## config.mk

```make
export PLATFORM = sky130hd
export DESIGN_NAME = rr_encode16_4
export DESIGN_NICKNAME = d
export VERILOG_FILES = /design/src/rtl/rr_encode16_4.sv
export SDC_FILE = /design/constraint.sdc
export NUM_CORES = 1
export LEC_CHECK = 0
export ABC_AREA = 1
export BUFFER_PORTS_ARGS = -buffer_cell sky130_fd_sc_hd__buf_2
export CAP_MARGIN = 20
export CORE_AREA = 10 10 80 82
export DETAILED_ROUTE_END_ITERATION = 7
export DIE_AREA = 0 0 90 92
export GPL_ROUTABILITY_DRIVEN = 1
export PLACE_DENSITY_LB_ADDON = 0.25
export SYNTH_ARGS = -nofsm -noshare
export SYNTH_HDL_FRONTEND = slang
export SYNTH_SLANG_ARGS = --single-unit
```

## constraint.sdc

```tcl
create_clock -name clk -period 4.1 [get_ports clk]
set_input_delay 0.41 -clock clk [delete_from_list [all_inputs] [get_ports clk]]
set_output_delay 0.41 -clock clk [all_outputs]
set_load 0.05 [all_outputs]
```

## src/rtl/rr_encode16_4.sv

```systemverilog
// rr_encode16_4: registered 16-to-4 round-robin request encoder.
// Captures request pulses into a pending register and grants one source
// index at a time with a valid/ack handshake. The search starts at the
// round-robin pointer, so no source starves.
// Ports:
//   clk     - rising-edge clock
//   reset_n - asynchronous active-low reset
//   req     - request pulses/levels, bit i sets pending[i]
//   enable  - allows new grants to issue (capture always continues)
//   ack     - consumer accepts the current code while valid=1
//   out     - encoded index of the granted source (registered)
//   valid   - out holds a granted, un-acknowledged index (registered)
module rr_encode16_4 (
   input  logic        clk,
   input  logic        reset_n,
   input  logic [15:0] req,
   input  logic        enable,
   input  logic        ack,
   output logic [3:0]  out,
   output logic        valid
);

   localparam int unsigned NREQ = 16;
   localparam int unsigned CW   = 4;

   typedef enum logic {IDLE, GRANT} state_t;

   state_t            state;
   logic [NREQ-1:0]   pending;
   logic [CW-1:0]     ptr;
   logic [CW-1:0]     sel_c;
   logic              found_c;
   logic [NREQ-1:0]   clr_c;

   // Rotating priority search: first set pending bit at ptr, ptr+1, ... (mod 16)
   always_comb begin
      sel_c   = '0;
      found_c = 1'b0;
      for (int i = 0; i < int'(NREQ); i++) begin
         if (!found_c && pending[ptr + CW'(i)]) begin
            sel_c   = ptr + CW'(i);
            found_c = 1'b1;
         end
      end
   end

   // One-hot clear of the acknowledged index
   always_comb begin
      clr_c = '0;
      if (state == GRANT && ack)
         clr_c[out] = 1'b1;
   end

   // Pending capture (set wins over clear) and grant FSM
   always_ff @(posedge clk or negedge reset_n) begin
      if (!reset_n) begin
         pending <= '0;
         ptr     <= '0;
         out     <= '0;
         valid   <= 1'b0;
         state   <= IDLE;
      end else begin
         pending <= (pending & ~clr_c) | req;
         case (state)
            IDLE: begin
               if (enable && found_c) begin
                  out   <= sel_c;
                  valid <= 1'b1;
                  state <= GRANT;
               end
            end
            GRANT: begin
               if (ack) begin
                  ptr   <= out + CW'(1);
                  valid <= 1'b0;
                  state <= IDLE;
               end
            end
            default: begin
               valid <= 1'b0;
               state <= IDLE;
            end
         endcase
      end
   end

endmodule

```

==> results of run 1 <==
## per-layer routing
layer / wire [um] / share of wire / GRT usage / vias up
li1: - / - / - / 1597
met1: 3570 / 0.43 / 0.242 / 1400
met2: 4060 / 0.48 / 0.343 / 140
met3: 541 / 0.065 / 0.0236 / 20
met4: 216 / 0.026 / 0.0928 / 0
met5: 0 / 0 / 0 / -
## critical path: cells and delay by family, from the launching register on
kind / cells / cell delay (ns)
AOI/OAI and AO/OA: 2 / 0.23
adders and majority gates: 1 / 0.48
DFF: 1 / 0.79
and+or+nand+nor: 11 / 1.69
buffers and inverters: 2 / 0.48
## through the flow
step / hold WS [ns] / cells / worst slack (ns) / utilization / area [um^2]
after floorplan: 0.114 / 478 / 1.02 / - / 2890
after global placement: 0.426 / 568 / 0.492 / 0.627 / 3080
after detailed placement: 0.424 / 568 / 0.473 / 0.627 / 3080
after CTS: 0.127 / 572 / 0.426 / 0.641 / 3150
after global routing: 0.141 / 572 / 0.0154 / 0.642 / 3150
final: 0.122 / 572 / 0.327 / 0.642 / 3150
## registers in the layout (all words and copies together), names as in the netlist
| name | flops |
|---|---|
| out | 4 |
| pending | 16 |
| ptr | 4 |
| valid | 1 |
| state | 1 |
## layout make-up
| type | instances | area share |
|---|---|---|
| Clock buffer | 3 | 0.0131 |
| Sequential cell | 26 | 0.207 |
| Inverter | 61 | 0.0726 |
| Clock inverter | 1 | 0.00953 |
| Timing Repair Buffer | 29 | 0.0500 |
| Multi-Input combinational cell | 382 | 0.620 |
| Tap cell | 70 | 0.0278 |
## placed cells by master (no fill, tap or decap), types with 2 or more instances in the layout
| cell | n |
|---|---|
| o21a_1 | 4 |
| nand3_2 | 3 |
| o21ai_0 | 21 |
| nand2_1 | 157 |
| o21ai_1 | 2 |
| nor2_4 | 2 |
| nand3_1 | 100 |
| buf_4 | 5 |
| nor2_1 | 40 |
| ha_1 | 11 |
| nor2_8 | 2 |
| o211ai_1 | 2 |
| inv_1 | 57 |
| nand4_4 | 3 |
| clkbuf_8 | 3 |
| dfrtp_1 | 25 |
| xor2_1 | 9 |
| xnor2_1 | 3 |
| buf_2 | 24 |
| a21oi_1 | 5 |
| inv_2 | 4 |
| nand4_1 | 12 |
## final timing paths
kind	from	endpoint	slack, ns	cells past startpoint
worst max-delay path	ptr[2]$_DFFE_PN0P_	out[0]$_DFFE_PN0P_	0.33	16
min in group clk	req[13]	pending[13]$_DFF_PN0_	0.31	3
max in group asynchronous	reset_n	ptr[1]$_DFFE_PN0P_	3.57	1
worst max register to register	ptr[2]$_DFFE_PN0P_	out[0]$_DFFE_PN0P_	0.33	16
worst min register to register	valid$_DFFE_PN0P_	valid$_DFFE_PN0P_	0.49	2
worst min-delay path	reset_n	ptr[0]$_DFFE_PN0P_	0.12	1
## logic make-up after synthesis
family | after synthesis | synth area share
AOI/OAI and AO/OA | 36 | 0.0698
xor gates and xnor gates | 13 | 0.0421
adders and majority gates | 11 | 0.0477
buffers and inverters | 70 | 0.0975
DFF | 26 | 0.225
and+or+nand+nor | 322 | 0.518
## what timing repair did
item                       4_1_cts  5_1_grt
setup buffers                    0        0
gates resized for setup          0        1
setup endpoints to repair        0        1
==> reports/metrics.yaml, run 1 <==
status:
  status: "finished clean"
synth:
  ys_ff_latch: 26
  synthTopCellsByCount: "157 x nand2_1, 100 x nand3_1, 57 x inv_1"
  synth.net_count: 509
  yosysSeqAreaShare: 0.225
  synth_area_per_cell_um2: 6.04
  synth.most_common_cell: "nand2_1"
  netlist_area_um2: 2890
  synth_area_leaders: "dfrtp_1 23%, nand2_1 20%, nand3_1 17%"
  yosysUniqueCellTypes: 27
  post-synth-top-area-fraction: 0.225
  synth-edff-count: 0
  yosysWarnings: 0
  syn_inst: 478
  synthArstFlopShare: 1.00
  yosysTopAreaCell: "dfrtp_1"
  ys.flop_type: "dfrtp_1"
grt:
  grt_usage: 0.199
  grt_pass1_wl_mm: 13.7
  first_global_vias: 2949
  grt_antenna_before_repair: 0
  grt_max_degree: 27
  overflow: 0
drt:
  wire_per_inst_um: 14.7
  drt.antenna.violating_nets: 0
  wl_mm: 8.39
  first_pass_iters: 5
  drt_iter0_drc: 277
  vias_per_cell: 5.52
  num_vias: 3157
  drc: 0
timing:
  max_freq_mhz: 265
  period_needed_ns: 3.77
  fin_tns_setup_ns: 0
  slew_viol_final: 0
  worst_slew_pin_slew_ns: 0.715
  fin_crit_sh: 0.920
  final-setup-viol-count: 0
  hold_viol: 0
  rsz0062_at_grt: "no"
  skew_ns: 0.0123
  slew_headroom: 0.522
final_layout:
  syn2layout_area_growth_pct: 9.19
  num-fill-cells: 451
  seq_area_um2: 652
  fin_nets: 534
  drive_gt1_frac: 0.104
  multi_input_area_um2: 1950
  diodes: 0
hold_path:
  hp-class: "in -> async"
setup_path:
  path_class: "reg -> reg"
  worstPathCellList: "inv_2 -> ha_1 -> inv_1 -> nand3_1 -> nand3_1 -> nand2_1 -> nand4_1 -> nor2_1 -> nand4_1 -> nor2_2 -> nand3_1 -> o211ai_1 -> a21oi_1 -> nand3_1 -> nand3_1 -> nand2_1"
  cpMostUsedCell: "nand3_1"
  crit_slowest_cell: "dfrtp_1"
  path_max_fanout: 15
  cp.arrival_ns: 3.97
  critical_path.max_stage_delay_ns: 0.79
  required_ns: 4.30
  start_kind: "flop"
  end_kind: "flop"
cts:
  cts_max_path_buffers: 2
  post_cts_hold_buffer_count: 0
  root_buffer: "clkbuf_8"
  numCtsBuffers: 3
  cts_tree: "yes"
  cts_sinks: 26
  clock_latency_ns: 0.27
  ctsHtreeMaxLevel: 1
  clkSlewWorstSetupHoldPaths_ns: 0.09
placement:
  port_buffers: 24
  dp_hpwl_mm: 6.72
  gp_congestion: 1.01
run:
  maxCapViolCount: 0
floorplan:
  die_w_um: 90
  initial_utilization: 0.588
  pin_count: 25
  core_area_um2: 4910
  row_count: 26
  dieArea_um2: 8280
  fp.dieH_um: 92
Power of run 1 is left out: the tool's default activity adds up to more than one toggle a clock period on the data nets, which glitch-free logic cannot reach.
==> run 2: changes to the inputs <==
- CTS_CLUSTER_DIAMETER: not set -> 40
- PLACE_DENSITY: not set -> 0.81
- PLACE_DENSITY_LB_ADDON: 0.25 -> not set
==> reports/metrics.yaml, run 2 (synthesis gave the netlist of run 1 again) <==
status:
  status: "finished clean"
timing:
  worst_slew_pin_slew_ns: 0.629
  rsz0062_at_grt: "no"
  fin_tns_setup_ns: 0
  skew_ns: 0.00817
  period_needed_ns: 3.53
  final-setup-viol-count: 0
  slew_viol_final: 0
  max_freq_mhz: 283
  hold_viol: 0
  fin_crit_sh: 0.861
  whs_ns: 0.121
  slew_headroom: 0.579
floorplan:
  die_w_um: 90
  row_count: 26
  fp.dieH_um: 92
  core_area_um2: 4910
  dieArea_um2: 8280
  initial_utilization: 0.588
  pin_count: 25
placement:
  dp_hpwl_mm: 6.90
  port_buffers: 24
  gp_congestion: 1.01
  placed_cells: 568
drt:
  wl_mm: 8.61
  drc: 0
  vias_per_cell: 5.65
  num_vias: 3229
  first_pass_iters: 5
  drt_iter0_drc: 283
  wire_per_inst_um: 15.1
  drt.antenna.violating_nets: 0
run:
  maxCapViolCount: 0
final_layout:
  largest_reg_flops: 16
  syn2layout_area_growth_pct: 8.11
  diodes: 0
  final_common_cell: "nand2_1"
  mostFrequentLayoutCells: "157 x nand2_1, 100 x nand3_1, 57 x inv_1, 40 x nor2_1, 26 x dfrtp_1"
  post-route-util: 0.635
  num-fill-cells: 491
  drive_gt1_frac: 0.0998
  largest-register: "pending"
  fin_nets: 534
  reg.largest.list: "pending: 16 flops, out: 4 flops, ptr: 4 flops"
  layout.cells.non_filler: 571
grt:
  grt_usage: 0.203
  grt_max_degree: 27
  first_global_vias: 3004
  overflow: 0
  grt_antenna_before_repair: 0
  grt_pass1_wl_mm: 14.1
setup_path:
  cp.buffers_inverters: 3
  critical_path.max_stage_delay_ns: 0.40
  cp.arrival_ns: 3.70
  worstPathCellList: "inv_2 -> ha_1 -> inv_1 -> nand3_1 -> nand3_1 -> nand2_1 -> nand2_1 -> nand2_2 -> nor2_8 -> nand4_4 -> nor2_4 -> nand4_4 -> nor2_4 -> nand4_4 -> nor2_8 -> nand3_2 -> nand3_2 -> inv_2 -> nand3_1 -> nand2_1"
  start_kind: "flop"
  required_ns: 4.27
  crit_slowest_cell: "dfrtp_1"
  cp_top_family: "simple AND/OR/NAND/NOR gates"
  end_kind: "flop"
  path_max_fanout: 18
  path_class: "reg -> reg"
cts:
  ctsHtreeMaxLevel: 1
  numCtsBuffers: 3
  cts_sinks: 26
  clkSlewWorstSetupHoldPaths_ns: 0.09
  cts_resized: 0
  cts_tree: "yes"
  cts_max_path_buffers: 2
  clock_latency_ns: 0.27
  post_cts_hold_buffer_count: 0
  root_buffer: "clkbuf_8"
  post_cts_buffers: 0
hold_path:
  hp-class: "in -> async"
## run 2: cell count changes in the layout (fill, tap and decap cells not counted)
cell and delta:
dfrtp_2 -1, bufinv_16 -1, dfrtp_1 +1
## run 2: path summary, 6_finish.rpt
check,slack (ns),from,to,depth (start not counted)
worst max-delay path,0.57,ptr[0]$_DFFE_PN0P_,out[0]$_DFFE_PN0P_,20
worst min register to register,0.50,valid$_DFFE_PN0P_,valid$_DFFE_PN0P_,2
min in group clk,0.32,ack,state$_DFF_PN0_,2
max in group asynchronous,3.59,reset_n,pending[1]$_DFF_PN0_,1
worst min-delay path,0.12,reset_n,valid$_DFFE_PN0P_,1
worst max register to register,0.57,ptr[0]$_DFFE_PN0P_,out[0]$_DFFE_PN0P_,20
## run 2: final cells by class
class,instances,area (um^2),share of cell area
sequential,26,651,0.209
inverter,61,229,0.0734
tap,70,87.6,0.0281
clock buffer,3,41.3,0.0132
multi-input combinational,382,1950,0.626
timing repair buffer,29,158,0.0505
## run 2: metrics by stage
stage	worst slack [ns]	instance area [um^2]
2_1_floorplan	1.02	2890
5_1_grt	0.220	3120
4_1_cts	0.613	3120
3_3_place_gp	0.657	3080
6_report	0.571	3120
3_5_place_dp	0.642	3080
## run 2: worst reg2reg max path, cell delays in order, from the launching register on
cell     delay (ns)
dfrtp_1        0.40
inv_2          0.25
ha_1           0.31
inv_1          0.37
nand3_1        0.25
nand3_1        0.16
nand2_1        0.08
nand2_1        0.09
nand2_2        0.09
nor2_8         0.15
nand4_4        0.11
nor2_4         0.18
nand4_4        0.13
nor2_4         0.14
nand4_4        0.12
nor2_8         0.17
nand3_2        0.08
nand3_2        0.16
inv_2          0.06
nand3_1        0.07
nand2_1        0.05
## run 2: routing by layer
metal  track usage  wire length [um]  share of wire
met4        0.0729               222          0.026
met5             0                 0              0
met1         0.250              3570           0.41
met2         0.356              4180           0.48
met3        0.0236               647          0.075
Power of run 2 is left out for the same reason.
